$ cat src/rtl/pipeline_ctrl.sv
// rtl/pipeline_ctrl.sv - 5-stage pipeline sequencer: enables, load-use bubbles, branch flush, HLT drain.
// Optional performance counters are built when PIPE_PERF_EN is defined.
module pipeline_ctrl #(
  parameter int STAGES = 5,
  parameter int CNT_W  = 16
) (
  input  logic              clk,
  input  logic              rst_n,
  input  logic              start,
  input  logic              id_is_hlt,
  input  logic              id_use_a,
  input  logic [2:0]        id_src_a,
  input  logic              id_use_b,
  input  logic [2:0]        id_src_b,
  input  logic              ex_is_ld,
  input  logic [2:0]        ex_dst,
  input  logic              branch_taken,
  output logic              pc_en,
  output logic              if_id_en,
  output logic              if_id_flush,
  output logic              id_ex_bubble,
  output logic [STAGES-1:0] stage_valid,
  output logic              running,
  output logic              halted,
  output logic [CNT_W-1:0]  retired_cnt,
  output logic [CNT_W-1:0]  stall_cnt,
  output logic [CNT_W-1:0]  flush_cnt
);

  typedef enum logic [1:0] {S_IDLE, S_RUN, S_DRAIN, S_HALTED} state_t;

  state_t              r_state;
  state_t              w_state_next;
  logic [STAGES-1:0]   r_valid;
  logic [STAGES-1:0]   w_valid_next;
  logic                w_lu;
  logic                w_br;
  logic                w_hl;

  assign w_lu = ex_is_ld & r_valid[2] & r_valid[1] &
                ((id_use_a & (id_src_a == ex_dst)) | (id_use_b & (id_src_b == ex_dst)));
  assign w_br = branch_taken & r_valid[2];
  assign w_hl = id_is_hlt & r_valid[1];

  always_comb begin
    pc_en        = 1'b0;
    if_id_en     = 1'b0;
    if_id_flush  = 1'b0;
    id_ex_bubble = 1'b0;
    w_state_next = r_state;
    w_valid_next = '0;
    case (r_state)
      S_RUN, S_DRAIN: begin
        // Stages 3 and up always advance; low stages are overridden below.
        w_valid_next = {r_valid[STAGES-2:0], 1'b0};
        if (w_br) begin
          pc_en             = 1'b1;
          if_id_flush       = 1'b1;
          id_ex_bubble      = 1'b1;
          w_valid_next[2:0] = 3'b001;
          w_state_next      = S_RUN;
        end else if (r_state == S_DRAIN) begin
          if (w_valid_next[STAGES-1:1] == '0) w_state_next = S_HALTED;
        end else if (w_hl) begin
          if_id_flush     = 1'b1;
          w_valid_next[1] = 1'b0;
          w_state_next    = S_DRAIN;
        end else if (w_lu) begin
          id_ex_bubble      = 1'b1;
          w_valid_next[2]   = 1'b0;
          w_valid_next[1:0] = r_valid[1:0];
        end else begin
          pc_en           = 1'b1;
          if_id_en        = 1'b1;
          w_valid_next[0] = 1'b1;
        end
      end
      default: begin
        if (start) w_state_next = S_RUN;
      end
    endcase
  end

  always_ff @(posedge clk or negedge rst_n) begin
    if (!rst_n) begin
      r_state <= S_IDLE;
      r_valid <= '0;
    end else begin
      r_state <= w_state_next;
      r_valid <= w_valid_next;
    end
  end

  assign stage_valid = r_valid;
  assign running     = (r_state == S_RUN) || (r_state == S_DRAIN);
  assign halted      = (r_state == S_HALTED);

`ifdef PIPE_PERF_EN
  logic             w_stall_evt;
  logic             w_flush_evt;
  logic [CNT_W-1:0] r_retired_cnt;
  logic [CNT_W-1:0] r_stall_cnt;
  logic [CNT_W-1:0] r_flush_cnt;

  // A stall only counts when no branch or HLT outranks the hazard.
  assign w_stall_evt = (r_state == S_RUN) & w_lu & ~w_br & ~w_hl;
  assign w_flush_evt = running & w_br;

  always_ff @(posedge clk or negedge rst_n) begin
    if (!rst_n) begin
      r_retired_cnt <= '0;
      r_stall_cnt   <= '0;
      r_flush_cnt   <= '0;
    end else begin
      if (r_valid[STAGES-1] && (r_retired_cnt != '1)) r_retired_cnt <= r_retired_cnt + 1'b1;
      if (w_stall_evt && (r_stall_cnt != '1))         r_stall_cnt   <= r_stall_cnt + 1'b1;
      if (w_flush_evt && (r_flush_cnt != '1))         r_flush_cnt   <= r_flush_cnt + 1'b1;
    end
  end

  assign retired_cnt = r_retired_cnt;
  assign stall_cnt   = r_stall_cnt;
  assign flush_cnt   = r_flush_cnt;
`else
  assign retired_cnt = '0;
  assign stall_cnt   = '0;
  assign flush_cnt   = '0;
`endif

endmodule
$ cat config.mk
export PLATFORM = sky130hd
export DESIGN_NAME = pipeline_ctrl
export DESIGN_NICKNAME = d
export VERILOG_FILES = /design/src/rtl/pipeline_ctrl.sv
export SDC_FILE = /design/constraint.sdc
export NUM_CORES = 1
export LEC_CHECK = 0
export CAP_MARGIN = 20
export CORE_ASPECT_RATIO = 0.8
export CORE_MARGIN = 2
export CORE_UTILIZATION = 31
export CTS_CLUSTER_SIZE = 14
export DETAILED_ROUTE_END_ITERATION = 10
export PLACE_DENSITY = 0.83
export SLEW_MARGIN = 20
export SYNTH_ARGS = -nofsm -noshare
export SYNTH_HDL_FRONTEND = slang
export SYNTH_SLANG_ARGS = --single-unit
$ cat constraint.sdc
create_clock -name clk -period 2.15 [get_ports clk]
set_input_delay 0.43 -clock clk [delete_from_list [all_inputs] [get_ports clk]]
set_output_delay 0.43 -clock clk [all_outputs]
set_load 0.005 [all_outputs]
## Yosys cells after proc, flatten, opt, wreduce, memory -nomap -nowiden

Index checks and enable logic that the tools add are counted.

| operators by class | value |
|---|---|
| eq/ne operators | 8 |
| muxes and demuxes | 30 |
| bitwise gates (word level) | 8 |
| reduce and logical (&&, ||, !) cells | 5 |

Operators with widths:

| kind | number |
|---|---|
| $mux W1 | 20 |
| $mux W2 | 7 |
| $ne A4 B4 Y1 const B | 2 |
| $and A1 B1 Y1 | 7 |
| $eq A3 B3 Y1 | 2 |
| $mux W3 | 2 |
| $mux W5 | 1 |
| $ne A5 B5 Y1 const B | 1 |
| $eq A2 B2 Y1 const B | 2 |
| $logic_not A4 Y1 | 1 |
| $reduce_and A3 Y1 | 1 |
| $eq A2 B1 Y1 const B | 1 |
| $reduce_bool A2 Y1 | 1 |
| $reduce_or A2 Y1 | 1 |
| $logic_or A1 B1 Y1 | 1 |
| $or A1 B1 Y1 | 1 |

| storage, ports and cells | value |
|---|---|
| flip-flop bits (word level) | 7 |

## Longest topological paths before layout

Gate-level depths: netlist (run 1).

| depth | value |
|---|---|
| depth after elaboration | 9 |
| gate-level depth with buffers | 6 |

## Worst setup path after synthesis (run 1)

OpenSTA, ideal clock, no wires.

| timing | value |
|---|---|
| path type | reg-to-output |
| from | register r_state[0] |
| to | output if_id_en |
| arrival time | 1202 ps |
| data required time | 1720 ps |
| slack | 518 ps |
| cell stages (with the launch flop) | 6 |
| buffers on the path | 0 |
| cells stage by stage | dfrtp_1 inv_1 ha_1 nor2_1 nand2_1 a21oi_1 |

| between the ends | value |
|---|---|
| word-level cells in the longest chain between the ends | 4 |
| elaborated cells on any way between the ends | 6 |
| classes of those cells | eq/ne: 2; mux: 3; reduce/logical: 1 |

RTL lines:

| what | line | text |
|---|---|---|
| start: declaration | 32 | `state_t r_state;` |
| start signal: assignment | 89 | `r_state <= w_state_next;` |
| $eq A2 B2 Y1 | 52, 62 |  |
| $mux W1 | 62 | `end else if (r_state == S_DRAIN) begin` |
| $mux W1 | 56 | `if (w_br) begin` |
| $mux W1 * | 52 | `case (r_state)` |
| end: declaration | 19 | `output logic if_id_en,` |

Mark *: on every way between the ends. The rest lies on a longest branch, timed or not.

## Final worst setup path (run 1)

| timing | value |
|---|---|
| from | input ex_is_ld |
| to | output id_ex_bubble |

| between the ends | value |
|---|---|
| word-level cells in the longest chain between the ends | 8 |

RTL lines:

| what | line | text |
|---|---|---|
| start: declaration | 15 | `input logic ex_is_ld,` |
| $and A1 B1 Y1 (3 in series) | 40 | `assign w_lu = ex_is_ld & r_valid[2] & r_valid[1] &` |
| $mux W1 | 68 | `end else if (w_lu) begin` |
| $mux W1 | 64 | `end else if (w_hl) begin` |
| $mux W1 | 62 |  |
| $mux W1 | 56 |  |
| $mux W1 | 52 |  |
| end: declaration | 21 | `output logic id_ex_bubble,` |

Every way passes these cells.

==> results.cfg, run 1 <==
[run_status]
status = finished clean

[setup_path]
setup.worst_path.start_class = input pin
crit_type = in2out
path_cells = clkdlybuf4s50_1 -> and3_2 -> nand2_1 -> a21o_1 -> a21oi_2 -> buf_2
required_ns = 1.72
cp_slowest_stage_delay_ns = 0.50
worstPathMaxFanout = 3
crit_family = buffers and inverters
end_kind = output port
slowest_stage = clkdlybuf4s50_1
critPathArrivalTime_ns = 1.66
worst-path-buf-inv = 2

[power_and_ir_drop]
p_sw_uw = 499.5
p_int_uw = 715.9
total_power_mw = 1.215
swShare_pct = 41.10
leakagePower_nw = 0.6631
vdd_drop_max_v = 0.0003758
clkPwrFrac_pct = 10.0
comb_power_share_pct = 70.4
seqPwrFrac_pct = 19.6
cellPowerDensity_nw_per_um2 = 1016

[floorplanning]
core.rowCount = 16
ios = 76
dieWidth_um = 62.23
initial_core_util_pct = 33.60
core-area_sq_um = 2502
dieArea_sq_um = 3147
die_h_um = 50.58

[synthesis]
synth_seq_area_share_pct = 20.83
ys_async_sr_fraction_pct = 100.0
synth-main-ff-cell = dfrtp_1
ys_warn_count = 0
avgSynthCellArea_sq_um = 8.408
synth.top_cell.area_share_pct = 42.86
synth_commonest_cells = 48 x buf_4, 7 x dfrtp_1, 6 x xnor2_1
synthMuxAreaShare_pct = 0
ys_top_cells_by_area = buf_4 43%, dfrtp_1 21%, xnor2_1 6.2%
ys_ff_latch = 7
synth_compound_area_share_pct = 12.20
synth-edff-count = 0
yosysMostFrequentCell = buf_4
synth_xor_area_share_pct = 6.250
syn-instance-count = 100
synth_top_family_by_area = buffers and inverters
synth_cell_types = 23
synth_top_area_cell = buf_4
synthSimpleGateAreaFrac_pct = 11.16
synth_area_sq_um = 840.8
synth_fa_ha_area_share_pct = 4.464

[routing]
ant_nets = 0
drc = 0
routed_wl_um = 2186
dr.pass1.iters = 4
vias_per_cell = 3.936
wl_per_cell_um = 11.63
drt_iter0_markers = 30
via_count = 740

[clock_tree]
clockBufferDepth = 2
cts_tree = yes
cts_made_buffers = 3
cts_root_buf = clkbuf_4
clk_latency_ns = 0.25
htreeDepth = 1
clkTransAtPathRegs_ns = 0.05
cts_num_sinks = 7
postCtsHoldBufs = 0

[global_routing]
grt_pass1_wl_um = 3346
grt_usage_pct = 14.33
grt_max_degree = 8
antenna_found_initial = 0
globalRouteOverflowTotal = 0
grt_pass1_vias = 720

[sta]
maxSlewViolCount = 0
setup_viol = 0
finalCriticalPeriod_ns = 2.094
final.period_utilization_pct = 97.38
max_freq_mhz = 477.6
report.final.hold_viol_count = 0
fin_skew_ns = 0.003549
post-route-worst-setup-slack_ns = 0.05629

[final_layout]
layout-area-overhead-vs-synth_pct = 42.26
antenna_cells = 0
fin_nets = 173
utilization_pct = 47.80
drive_above_1_share_pct = 27.63

[placed_design]
place_ws_ns = -0.4064
port_buffers = 27
gp_congestion = 0.8398
post-dp-hpwl_um = 1576

[run]
maxCapViolCount = 0

[hold_path]
hold_class = in2async
==> flip-flops by register name (all words and copies together) (netlist names) <==
signal / flops
stage_valid: 5
r_state: 2
==> worst register-to-register path, delay by kind of cell (launching register included) <==
kind / cells / cell delay, ns
buffers and inverters: 1 / 0.17
DFF: 1 / 0.44
AOI/OAI and AO/OA: 3 / 0.60
and+or+nand+nor: 1 / 0.51
==> layout by cell type (no fill, tap or decap), drive strengths merged <==
cell,instances
or4,1
o211a,1
inv,4
clkdlybuf4s15,2
nor2,3
and3,2
nor2b,2
dfrtp,7
conb,48
xnor2,6
a22o,1
clkbuf,6
a311oi,2
a32oi,2
a21o,1
a211oi,1
nand2,5
dlymetal6s2s,6
nand3,2
clkdlybuf4s50,12
dlygate4sd2,2
nand4,2
buf,25
a21oi,4
o22ai,1
and2,1
ha,3
==> area by class of cell <==
cell class | count | area (sq um)
Fill cell | 252 | 1306
Multi-Input combinational cell | 88 | 511.7
Timing Repair Buffer | 49 | 422.9
Sequential cell | 7 | 175.2
Tap cell | 36 | 45.04
Clock buffer | 4 | 26.28
Inverter | 4 | 15.01
==> routing by layer <==
| layer | global-route usage [%] | share of wire [%] | vias up |
|---|---|---|---|
| met4 | 11.85 | 5.2 | 0 |
| met3 | 4.260 | 7.0 | 12 |
| met5 | 0 | 0 | - |
| li1 | - | - | 340 |
| met1 | 15.24 | 37 | 343 |
| met2 | 23.91 | 51 | 45 |
==> final timing paths <==
path	slack (ns)	to	from	cells past startpoint
max	0.06	id_ex_bubble	ex_is_ld	6
min	0.42	stage_valid[3]	rst_n	1
max reg2reg	0.32	r_state[1]	stage_valid[1]	5
min reg2reg	0.54	stage_valid[4]	stage_valid[3]	1
max in group asynchronous	1.50	r_state[0]	rst_n	1
min in group clk	0.54	stage_valid[4]	stage_valid[3]	1
==> kinds of logic after synthesis <==
group | Yosys count
and+or+nand+nor | 18
DFF | 7
other | 1
adders and majority gates | 3
AOI/OAI and AO/OA | 13
xor gates and xnor gates | 6
buffers and inverters | 52
==> through the flow <==
stage | setup TNS [ns] | hold WS [ns] | instance area (sq um) | std cells
final | 0 | 0.4224 | 1196 | 188
after global routing | -0.01817 | 0.4361 | 1196 | 188
after CTS | -0.2514 | 0.4197 | 1179 | 189
after detailed placement | -1.191 | 0.5279 | 1070 | 175
after global placement | -1.099 | 0.5198 | 1070 | 175
after floorplan | 0 | 0.1344 | 1017 | 147
==> power by group through the flow <==
stage / clock network, mW / registers [mW] / logic (mW)
finish: 0.121 / 0.238 / 0.856
global route: 0.135 / 0.244 / 0.942
CTS: 0.128 / 0.234 / 0.825
detailed placement: 0 / 0.229 / 0.819
global placement: 0 / 0.229 / 0.805
floorplan: 0 / 0.230 / 0.406
==> timing repair <==
item                                    CTS  global route
pin swaps                                 4            13
setup buffers                            10             1
cloned                                    0             0
endpoints found under the setup margin    5             4
resized for setup                        24            15
Power figures use the tool's default switching activity.
==> run 2: changes to the inputs <==
- REMOVE_ABC_BUFFERS: default -> 1
- SKIP_LAST_GASP: default -> 1
==> run 2 against run 1 <==
Worst hold slack better by 0.0026 ns. Count of clock-buffer cells in the layout did not move. Maximum frequency rose by 0.30%. Combinational power up 3.0%. Clock skew increased by 0.0011 ns. Sequential cell count is the same. Routed wire length rose by 6.2%. Clock power about the same. Final cell count increased by 4.8%. Core utilization is 4.2 points higher. Setup slack better by 0.0062 ns. Largest cell class unchanged. Largest power group unchanged.
==> results.cfg, run 2 (same netlist as run 1, synthesis figures left out) <==
[final_layout]
final_cell_mix = 48 x conb_1, 30 x buf_4, 9 x clkdlybuf4s50_1
final_common_cell = conb_1
fin_nets = 182
largest_reg_flops = 5
nFillCells = 229
drive_above_1_share_pct = 36.02
layout-area-overhead-vs-synth_pct = 54.76
finish.instance_area_sq_um = 1301
antenna_cells = 0
fin_cells = 197

[routing]
via_count = 794
drt_iter0_markers = 25
routed_wl_um = 2321
ant_nets = 0
dr.pass1.iters = 4
wl_per_cell_um = 11.78
vias_per_cell = 4.030
drc = 0

[clock_tree]
htreeDepth = 1
cts_num_sinks = 7
postCtsHoldBufs = 0
cts_made_buffers = 3
clockBufferDepth = 2
cts_root_buf = clkbuf_4
clk_latency_ns = 0.25
clkTransAtPathRegs_ns = 0.06
cts_tree = yes

[setup_path]
r2r_end = r_state[1]
worstPathMaxFanout = 2
setup.worst_path.start_class = input pin
reg2reg_depth = 5
worst-r2r-setup-slack_ns = 0.29
end_kind = output port
r2r-start = stage_valid[1]
required_ns = 1.72
crit_type = in2out
critPathArrivalTime_ns = 1.66

[global_routing]
antenna_found_initial = 0
grt_pass1_wl_um = 3298
grt_usage_pct = 13.68
globalRouteOverflowTotal = 0
grt_max_degree = 8
grt_pass1_vias = 696

[sta]
final.period_utilization_pct = 97.09
max_freq_mhz = 479.0
rsz0062_at_grt = true
report.final.hold_viol_count = 0
setup_viol = 0
fin_skew_ns = 0.004684
whs_ns = 0.4251
fin_tns_setup_ns = 0
maxSlewViolCount = 0
finalCriticalPeriod_ns = 2.088
post-route-worst-setup-slack_ns = 0.06248

[floorplanning]
dieWidth_um = 62.23
die_h_um = 50.58
ios = 76
initial_core_util_pct = 33.60
core.rowCount = 16
core-area_sq_um = 2502
dieArea_sq_um = 3147

[run]
maxCapViolCount = 0

[power_and_ir_drop]
vdd_drop_max_v = 0.0003431
cellPowerDensity_nw_per_um2 = 954.5
leakagePower_nw = 0.7307

[run_status]
status = finished clean

[hold_path]
hold_class = in2async

[placed_design]
gp_congestion = 0.8445
post-dp-hpwl_um = 1462
dp_cells = 175
place_ws_ns = -0.3875
dpl-instance-area_sq_um = 1070
port_buffers = 27
-- run 2: cell count changes in the layout (fill, tap and decap cells not counted), moves of 3 or more --
cell             previous run  this run
buf_4                      22        30
buf_6                       0         3
clkbuf_2                    2         6
xnor2_2                     1         4
buf_2                       3         0
xnor2_1                     5         2
clkdlybuf4s50_1            12         9
-- run 2: worst max-delay path by stage --
stage                    start        endpoint
finish               ex_dst[2]    id_ex_bubble
global route         ex_dst[0]  stage_valid[1]
CTS                   id_use_b  stage_valid[1]
detailed placement   ex_dst[1]    id_ex_bubble
global placement     ex_dst[0]    id_ex_bubble
floorplan           r_state[0]        if_id_en
-- run 2: power breakdown --
group	internal [mW]	switching [mW]	leakage [nW]
clock network	0.0710	0.0512	0.0150
registers	0.185	0.0528	0.0897
logic	0.483	0.399	0.626
total	0.739	0.503	0.731
-- run 2: metal layers --
layer  share of wire (%)  track usage [%]
met1                  38            16.28
met4                 4.7            8.519
met5                   0                0
met3                 6.2            2.915
met2                  51            22.83
-- run 2: metrics by stage --
| stage | power (mW) | utilization [%] |
|---|---|---|
| 2_1_floorplan | 0.5723 | - |
| 3_3_place_gp | 1.024 | 42.75 |
| 3_5_place_dp | 1.032 | 42.75 |
| 4_1_cts | 1.195 | 49.85 |
| 5_1_grt | 1.328 | 52.00 |
| 6_report | 1.242 | 52.00 |
-- run 2: worst max-delay path, cell delays in order --
cell	delay, ns
buf_6	0.10
xnor2_2	0.17
nand4_1	0.15
buf_4	0.16
buf_4	0.13
a21o_1	0.18
a21oi_2	0.13
clkdlybuf4s15_2	0.21
-- run 2: timing repair --
action	4_1_cts	5_1_grt
setup endpoints to repair	5	4
resized for setup	21	36
pin swaps	9	11
setup buffers	17	2
-- run 2: cell type report --
class	count	area (sq um)	area share, %
multi-input cells	88	544.3	41.83
repair buffers	58	495.5	38.08
flip-flops and latches	7	175.2	13.46
well taps	36	45.04	3.462
clock buffers	4	26.28	2.019
inverters	4	15.01	1.154
